`config.mk`:
```
export PLATFORM = sky130hd
export DESIGN_NAME = dino_jump_ctrl
export DESIGN_NICKNAME = d
export VERILOG_FILES = /design/src/rtl/dino_jump_ctrl.sv
export SDC_FILE = /design/constraint.sdc
export NUM_CORES = 1
export LEC_CHECK = 0
export BUFFER_PORTS_ARGS = -buffer_cell sky130_fd_sc_hd__buf_2
export CAP_MARGIN = 20
export CORE_ASPECT_RATIO = 0.6
export CORE_MARGIN = 5
export CORE_UTILIZATION = 35
export DETAILED_ROUTE_END_ITERATION = 8
export REMOVE_ABC_BUFFERS = 1
export SLEW_MARGIN = 20
export SYNTH_ARGS = -nofsm -noshare
export SYNTH_HDL_FRONTEND = slang
export SYNTH_SLANG_ARGS = --single-unit
```
`constraint.sdc`:
```
create_clock -name clk -period 5.4 [get_ports clk]
set_input_delay 0 -clock clk [delete_from_list [all_inputs] [get_ports clk]]
set_output_delay 0 -clock clk [all_outputs]
set_load 0.005 [all_outputs]
```
`src/rtl/dino_jump_ctrl.sv`:
```
// ---------------------------------------------------------------------------
// dino_jump_ctrl
//
// Vertical-motion controller for the T-rex player. A four-state FSM
// (RUN / RISE / FALL / DEAD) is advanced by the jump, duck, collision and
// restart inputs. While airborne, a height trajectory is integrated once per
// frame_tick: a fixed launch speed, a constant gravity step and a saturated
// fall speed.
//
// Optional feature (compile-time macro DINO_FAST_FALL_EN):
//   defined     - duck_btn on a RISE tick aborts the climb (FALL, speed 0,
//                 height kept); duck_btn on a FALL tick adds 2*GRAVITY.
//   not defined - duck_btn is ignored while airborne.
//
// Parameters
//   H_WIDTH   height width; must hold JUMP_VEL*(JUMP_VEL+1)/2
//   S_WIDTH   speed register width
//   JUMP_VEL  initial rise speed, pixels/frame
//   GRAVITY   speed change per frame
//   MAX_FALL  fall speed saturation, pixels/frame
//
// Ports
//   clk         in   system clock
//   rst         in   synchronous, active-high reset
//   frame_tick  in   1-cycle pulse per frame; motion updates only on it
//   jump_btn    in   jump button level (already synchronised)
//   duck_btn    in   duck button level (already synchronised)
//   collision   in   obstacle hit, level
//   restart     in   1-cycle pulse; leaves DEAD
//   height      out  dino height above ground (0 = ground)
//   airborne    out  state is RISE or FALL
//   on_ground   out  state is RUN
//   is_duck     out  RUN and duck_btn
//   is_dead     out  state is DEAD
//
// Handshake: there is no valid/ready pairing here. frame_tick is a qualifier
// pulse: every motion update happens on exactly the cycles it is high, and
// holding it low freezes state and height (pausing is done upstream).
//
// All outputs are registered. The flags are computed from the next-state
// value so they change on the same edge as the internal state register.
// ---------------------------------------------------------------------------
module dino_jump_ctrl #(
  parameter int H_WIDTH  = 10,
  parameter int S_WIDTH  = 5,
  parameter int JUMP_VEL = 12,
  parameter int GRAVITY  = 1,
  parameter int MAX_FALL = 8
) (
  input  logic               clk,
  input  logic               rst,
  input  logic               frame_tick,
  input  logic               jump_btn,
  input  logic               duck_btn,
  input  logic               collision,
  input  logic               restart,
  output logic [H_WIDTH-1:0] height,
  output logic               airborne,
  output logic               on_ground,
  output logic               is_duck,
  output logic               is_dead
);

  // FSM encoding
  localparam logic [1:0] ST_RUN  = 2'd0;
  localparam logic [1:0] ST_RISE = 2'd1;
  localparam logic [1:0] ST_FALL = 2'd2;
  localparam logic [1:0] ST_DEAD = 2'd3;

  // Parameter values sized to the datapath
  localparam logic [S_WIDTH-1:0] JUMP_S = S_WIDTH'(JUMP_VEL);
  localparam logic [S_WIDTH-1:0] GRAV_S = S_WIDTH'(GRAVITY);
  localparam logic [S_WIDTH:0]   GRAV_X = (S_WIDTH+1)'(GRAVITY);
  localparam logic [S_WIDTH:0]   MAXF_X = (S_WIDTH+1)'(MAX_FALL);

  // State registers
  logic [1:0]         state;
  logic [S_WIDTH-1:0] speed;
  logic               jump_pending;
  logic               jump_btn_q;

  // Next-state values
  logic [1:0]         state_nxt;
  logic [S_WIDTH-1:0] speed_nxt;
  logic [H_WIDTH-1:0] height_nxt;
  logic               pending_nxt;

  // Jump request decode
  logic jump_edge;
  logic jump_req;

  // Fall-step datapath
  logic [S_WIDTH:0]   fall_add;
  logic [S_WIDTH:0]   fall_sum;
  logic [S_WIDTH-1:0] fall_s;
  logic [H_WIDTH-1:0] fall_s_h;
  logic [H_WIDTH-1:0] rise_h;
  logic               fast_abort;

  // A rising edge on the same cycle as the tick must launch on that tick, so
  // the live edge is OR-ed in rather than waiting for jump_pending to load.
  always_comb begin
    jump_edge = jump_btn & ~jump_btn_q;
    jump_req  = jump_pending | jump_edge;
  end

  // Fall speed candidate: one extra bit so speed + gravity cannot wrap
  // before saturation is applied.
  always_comb begin
`ifdef DINO_FAST_FALL_EN
    fall_add   = duck_btn ? (GRAV_X << 1) : GRAV_X;
    fast_abort = duck_btn;
`else
    fall_add   = GRAV_X;
    fast_abort = 1'b0;
`endif
    fall_sum = {1'b0, speed} + fall_add;
    fall_s   = (fall_sum > MAXF_X) ? MAXF_X[S_WIDTH-1:0] : fall_sum[S_WIDTH-1:0];
    fall_s_h = H_WIDTH'(fall_s);
    rise_h   = height + H_WIDTH'(speed);
  end

  // Next-state logic. Priority: collision (outside DEAD) > restart (in DEAD)
  // > frame_tick motion update. rst is handled in the register block.
  always_comb begin
    state_nxt   = state;
    speed_nxt   = speed;
    height_nxt  = height;
    // Pending only survives in RUN between ticks.
    pending_nxt = (state == ST_RUN) ? jump_req : 1'b0;

    if ((state != ST_DEAD) && collision) begin
      // Freeze height and speed where the hit happened.
      state_nxt   = ST_DEAD;
      pending_nxt = 1'b0;
    end else if (state == ST_DEAD) begin
      if (restart) begin
        state_nxt  = ST_RUN;
        height_nxt = '0;
        speed_nxt  = '0;
      end
      pending_nxt = 1'b0;
    end else if (frame_tick) begin
      case (state)
        ST_RUN: begin
          // Every RUN tick consumes the request; ducking drops it.
          pending_nxt = 1'b0;
          if (jump_req && !duck_btn) begin
            state_nxt = ST_RISE;
            speed_nxt = JUMP_S;
          end
        end
        ST_RISE: begin
          if (fast_abort) begin
            state_nxt = ST_FALL;
            speed_nxt = '0;
          end else begin
            height_nxt = rise_h;
            if (speed <= GRAV_S) begin
              state_nxt = ST_FALL;
              speed_nxt = '0;
            end else begin
              speed_nxt = speed - GRAV_S;
            end
          end
        end
        ST_FALL: begin
          // Clamp to ground instead of letting height underflow.
          if (height <= fall_s_h) begin
            state_nxt  = ST_RUN;
            height_nxt = '0;
            speed_nxt  = '0;
          end else begin
            height_nxt = height - fall_s_h;
            speed_nxt  = fall_s;
          end
        end
        default: begin
          state_nxt = ST_RUN;
          height_nxt = '0;
          speed_nxt  = '0;
        end
      endcase
    end
  end

  // Registers, including the output flags derived from state_nxt.
  always_ff @(posedge clk) begin
    if (rst) begin
      state        <= ST_RUN;
      height       <= '0;
      speed        <= '0;
      jump_pending <= 1'b0;
      jump_btn_q   <= 1'b0;
      airborne     <= 1'b0;
      on_ground    <= 1'b1;
      is_duck      <= 1'b0;
      is_dead      <= 1'b0;
    end else begin
      state        <= state_nxt;
      height       <= height_nxt;
      speed        <= speed_nxt;
      jump_pending <= pending_nxt;
      jump_btn_q   <= jump_btn;
      airborne     <= (state_nxt == ST_RISE) || (state_nxt == ST_FALL);
      on_ground    <= (state_nxt == ST_RUN);
      is_duck      <= (state_nxt == ST_RUN) && duck_btn;
      is_dead      <= (state_nxt == ST_DEAD);
    end
  end

endmodule

```
# ---- After elaboration in Yosys (flattened, before gate mapping)
# Cells that the tools add are included.
dict set report totals {
  reg_bits 23
  input_bits 7
  output_inout_bits 14
}
dict set report classes {
  n_reduce_logical 11
  bitwise_logic 4
  mux 24
  n_addsub 4
  magnitude_cmp 3
  eq_ne 10
}
# op n
set ops {}
lappend ops {{two-way mux 10 bit} 4}
lappend ops {{two-way mux 5 bit} 7}
lappend ops {{one-hot mux 10 bit (3 select lines)} 1}
lappend ops {{one-hot mux 5 bit (3 select lines)} 1}
lappend ops {{two-way mux 2 bit} 7}
lappend ops {{adder 10 x 5 -> 10 bit} 1}
lappend ops {{<= comparator 10 x 5 -> 1 bit} 1}
lappend ops {{subtractor 10 x 5 -> 10 bit} 1}
lappend ops {{== test 2 bit, second input constant} 4}
lappend ops {{AND reduction 4 bit} 2}
lappend ops {{adder 5 x 1 -> 6 bit, second input constant} 1}
lappend ops {{greater-than comparator 6 x 4 -> 1 bit, second input constant} 1}
lappend ops {{one-hot mux 2 bit (3 select lines)} 1}
lappend ops {{<= comparator 5 x 1 -> 1 bit, second input constant} 1}
lappend ops {{subtractor 5 x 1 -> 5 bit, second input constant} 1}
lappend ops {{== test 2 x 1 -> 1 bit, second input constant} 2}
lappend ops {{logical NOT 2 bit} 2}
lappend ops {{inequality test 2 bit, second input constant} 2}
lappend ops {{logical AND 1 bit} 3}
lappend ops {{two-way mux 1 bit} 3}
lappend ops {{inequality test 3 x 1 -> 1 bit, second input constant} 1}
lappend ops {{OR reduction 3 bit} 1}
lappend ops {{inequality test 2 x 1 -> 1 bit, second input constant} 1}
lappend ops {{inverter 1 bit} 2}
lappend ops {{other kinds (5)} 5}

# ---- Logic depth before layout (Yosys ltp)
dict set report logic_depth {
  ltp_word 11
  mapped_depth 13
  depth_no_buf 12
}

# ---- Worst setup path before layout
# Ideal clock, no wire load.
dict set report synth_timing {
  kind {reg-to-reg}
  start {register speed[1]}
  end {register airborne}
  path_stages_with_launch 12
  synth_period_minus_slack_ns 2.785
  setup_ns 0.127
  slack_ns 2.615
  t_required_ns 5.273
  path_buffers 0
  arrival_ns 2.658
  cell_sequence {dfxtp_1 > inv_1 > ha_1 > nand2_1 > fa_1 > a21o_1 > a31oi_4 > o21ai_2 > o31ai_4 > and2_1 > ha_1 > nor2b_1}
}
dict set report synth_between {
  elab_chain_cells 11
  elab_cells_between_ends 14
  classes_between {add/sub (1); order compare (3); eq/ne (2); mux (7); reduce/logical (1)}
}
# item line_no
set synth_lines {}
lappend synth_lines {{from (decl)} 78} ;# logic [S_WIDTH-1:0] speed;
lappend synth_lines {{from (signal assigned)} 202} ;# speed <= speed_nxt;
lappend synth_lines {{adder 5 x 1 -> 6 bit} 117} ;# fall_sum = {1'b0, speed} + fall_add;
lappend synth_lines {{greater-than comparator 6 x 4 -> 1 bit} 118} ;# fall_s = (fall_sum > MAXF_X) ? MAXF_X[S_WIDTH-1:0] : fall_sum[S_WIDTH-1:0];
lappend synth_lines {{two-way mux 5 bit} 118}
lappend synth_lines {{<= comparator 10 x 5 -> 1 bit} 169} ;# if (height <= fall_s_h) begin
lappend synth_lines {{two-way mux 2 bit} 169}
lappend synth_lines {{one-hot mux 2 bit (3 select lines) (*)} 144} ;# case (state)
lappend synth_lines {{two-way mux 2 bit (*)} 143} ;# end else if (frame_tick) begin
lappend synth_lines {{two-way mux 2 bit (*)} 136} ;# end else if (state == ST_DEAD) begin
lappend synth_lines {{two-way mux 2 bit (*)} 132} ;# if ((state != ST_DEAD) && collision) begin
lappend synth_lines {{== test 2 x 1 -> 1 bit / == test 2 bit (equally long branches)} 205} ;# airborne <= (state_nxt == ST_RISE) || (state_nxt == ST_FALL);
lappend synth_lines {{logical OR 1 bit (*)} 205}
lappend synth_lines {{to (signal assigned)} 205}
lappend synth_lines {{to (decl)} 58} ;# output logic airborne,
# Mark *: on every way between the ends. The rest lies on a longest branch, timed or not.
# A chain may end at the register's enable or synchronous reset.

# ---- Worst setup path after layout
# Same ends and word-level chain as after synthesis.

==> metrics.md <==
| Metric | Value |
|---|---|
| Status | `completed` |
| Clock Root Buffer | `clkbuf_8` |
| Pleak | `0.0009414 uW` |
| Dpl cell area | `2172 sq um` |
| CP max stage cell | `dfxtp_1` |
| Max FFs per register | `10` |
| Worst hold slack | `67.53 ps` |
| Initial antenna violation count | `0` |
| Via count | `1881` |
| Share of the synthesized area in the top cell type | `22.90%` |
| Critical Path AT | `3240 ps` |
| TritonCTS clock tree | `built` |
| Wire per inst | `16.00 um` |
| Setup CP Type | `flop to flop` |
| Worst slew margin | `50.84%` |
| Seq cells post-synth | `23` |
| Largest Register | `height` |
| CP top delay family | `adder cells` |
| Layout cell share with drive strength beyond 1 | `15.29%` |
| Register area | `460.4 sq um` |
| Cell with the most instances after synthesis | `dfxtp_1` |
| DP HPWL | `4.176 mm` |
| Max Cap Violations | `0` |
| Vias in the first global route | `1658` |
| CP bufs+invs | `1` |
| Setup Buffers After CTS | `0` |
| VDD IR max | `0.1174 mV` |
| Slew @ Worst Pin | `732.9 ps` |
| Worst reg2reg startpoint | `speed[1]$_SDFFE_PP0P_` |
| FMAX | `325.5 MHz` |
| CP required | `5560 ps` |
| Filler Cell Count | `578` |
| Post-synth EDFFs | `0` |
| Final slew viol count | `0` |
| Mean post-synth cell area | `8.484 sq um` |
| Gate Count Post-Synth | `237` |
| Core ar. | `5570 sq um` |
| PwrDens | `201.7 nW/um^2` |
| Synthesized area | `2011 sq um` |
| DP Worst Slack | `2376 ps` |
| DRC viols | `0` |
| Final worst path period need | `3073 ps` |
| Async set or reset register ratio after synthesis | `0%` |
| Commonest cells post-synth | `dfxtp_1 (23), ha_1 (19), nand2_1 (15), nor2_1 (15), inv_1 (14)` |
| Clock transition at path regs | `100 ps` |
| Yosys warns | `0` |
| Post-DR vias/cell | `5.615` |
| Starting Density | `36.10%` |
| All-layer global routing usage | `15.11%` |
| Crit-path max cell delay | `500 ps` |
| Worst Path Max Fanout | `8` |
| I/O Buffers | `20` |
| Layout Cell Area excl Fill | `2241 sq um` |
| Ys flop type | `dfxtp_1` |
| Final setup viols | `0` |
| Top cells by area, synth | `dfxtp_1 (23%), ha_1 (12%), nand2_1 (2.8%)` |
| TNS Setup | `0 ps` |
| Crit. End Element | `flop` |
| Worst setup margin | `2327 ps` |
| FP Rows | `21` |
| Final WL | `5.361 mm` |
| Die Span Y | `68.71 um` |
| Post-DRT Antenna Nets | `0` |
| Clock latency at the later pin of the worst-skew pair | `270 ps` |
| Diodes inserted | `0` |
| H-tree depth | `1` |
| Post_cts resized | `0` |
| Total CTS buffers | `3` |
| Die X | `107.9 um` |
| Startpoint Class | `flop` |
| Worst path cell trace | `inv_1 > ha_1 > nand2_1 > fa_1 > a21o_1 > a31oi_4 > o21ai_2 > o31ai_4 > and2_1 > ha_1 > nor2b_1` |
| Global-route wire length before repair | `8.694 mm` |
| Area Overhead vs Synth | `11.45%` |
| Registers with the most flip-flops | `height x10, speed x5, state x2` |
| Clock skew after layout | `3.865 ps` |
| Register area share after synthesis | `22.90%` |
| Synth cell types | `68` |
| Pin count of the biggest net entering global routing | `16` |
| GRT overflow | `0` |
| Clock sinks | `23` |
| Final Total Pwr | `452.1 uW` |
| Num ports | `21` |
| Max clock buf depth | `2` |
| DR iter-0 viols | `107` |
| Dominant cell type by area after synthesis | `dfxtp_1` |
| Final RePlAce weighted congestion | `0.8300` |
| Hold Path Origin | `rst` |
| CP dominant cell by count | `ha_1` |
| Hold Path Class | `input pin to flop` |
| Nets@finish | `284` |
| Final Hold Vio Count | `0` |
| RSZ-0062 raised after global routing | `no` |
| CP startpoint | `speed[1]$_SDFFE_PP0P_` |
| Multi-input logic area | `1455 sq um` |
| Die area | `7410 sq um` |
| DRT Pass-1 Iters | `4` |
| Final Cycle Share | `56.90%` |
cell usage in the layout (no fill, tap or decap), types with 5 or more instances in the layout:
cell,Yosys,routed
a21oi_1,11,11
a211oi_1,7,7
buf_2,1,20
o21ai_1,5,5
nand3_1,8,8
dfxtp_1,23,23
and3_1,5,5
nand2_1,15,15
nor3_1,6,6
nor2b_1,8,8
nor2_1,15,15
o21ai_0,6,6
ha_1,19,19
inv_1,14,14
layout make-up:
type | instances | area share [%]
Clock buffer | 3 | 1.843
Clock inverter | 1 | 0.3350
Inverter | 15 | 2.513
Multi-Input combinational cell | 191 | 64.94
Sequential cell | 23 | 20.55
Tap cell | 80 | 4.467
Timing Repair Buffer | 22 | 5.360
where the power goes:
part           total [uW]  internal (uW)  switching [uW]
clock network         118           52.4            66.0
registers             197            181            16.6
logic                 136           56.5            79.7
total                 452            290             162
through the flow:
| stage | instances | util (%) |
|---|---|---|
| finish | 335 | 40.23 |
| global route | 335 | 40.23 |
| CTS | 335 | 40.23 |
| detailed placement | 329 | 38.99 |
| global placement | 329 | 38.99 |
| floorplan | 229 | - |
layer usage:
layer,vias to the layer above,GRT usage (%),routed length [um]
met3,2,3.070,352
met4,0,1.575,19
met1,887,24.54,2944
met2,62,20.36,2045
li1,930,-,-
met5,-,0,0
logic make-up after synthesis:
logic type / count (synthesis) / synth area share (%)
AOI/OAI and AO/OA: 84 / 34.66
and+or+nand+nor: 78 / 20.53
DFF: 23 / 22.90
buffers and inverters: 23 / 4.729
adders and majority gates: 21 / 13.81
xor gates and xnor gates: 6 / 2.614
other: 1 / 0.1865
muxes: 1 / 0.5600
worst paths after layout:
check	to	slack, ps	depth (start not counted)
hold reg to reg	height[4]$_SDFFE_PP0P_	560	2
hold / removal	state[0]$_SDFF_PP0_	70	2
setup / recovery	airborne$_SDFF_PP0_	2330	11
setup reg to reg	airborne$_SDFF_PP0_	2330	11
timing repair:
item | CTS | global route
hold buffers | 2 | 0
setup endpoints to repair | 0 | 0
hold endpoints to repair | 2 | 0
Note: power is estimated with default switching activity, not from simulation.
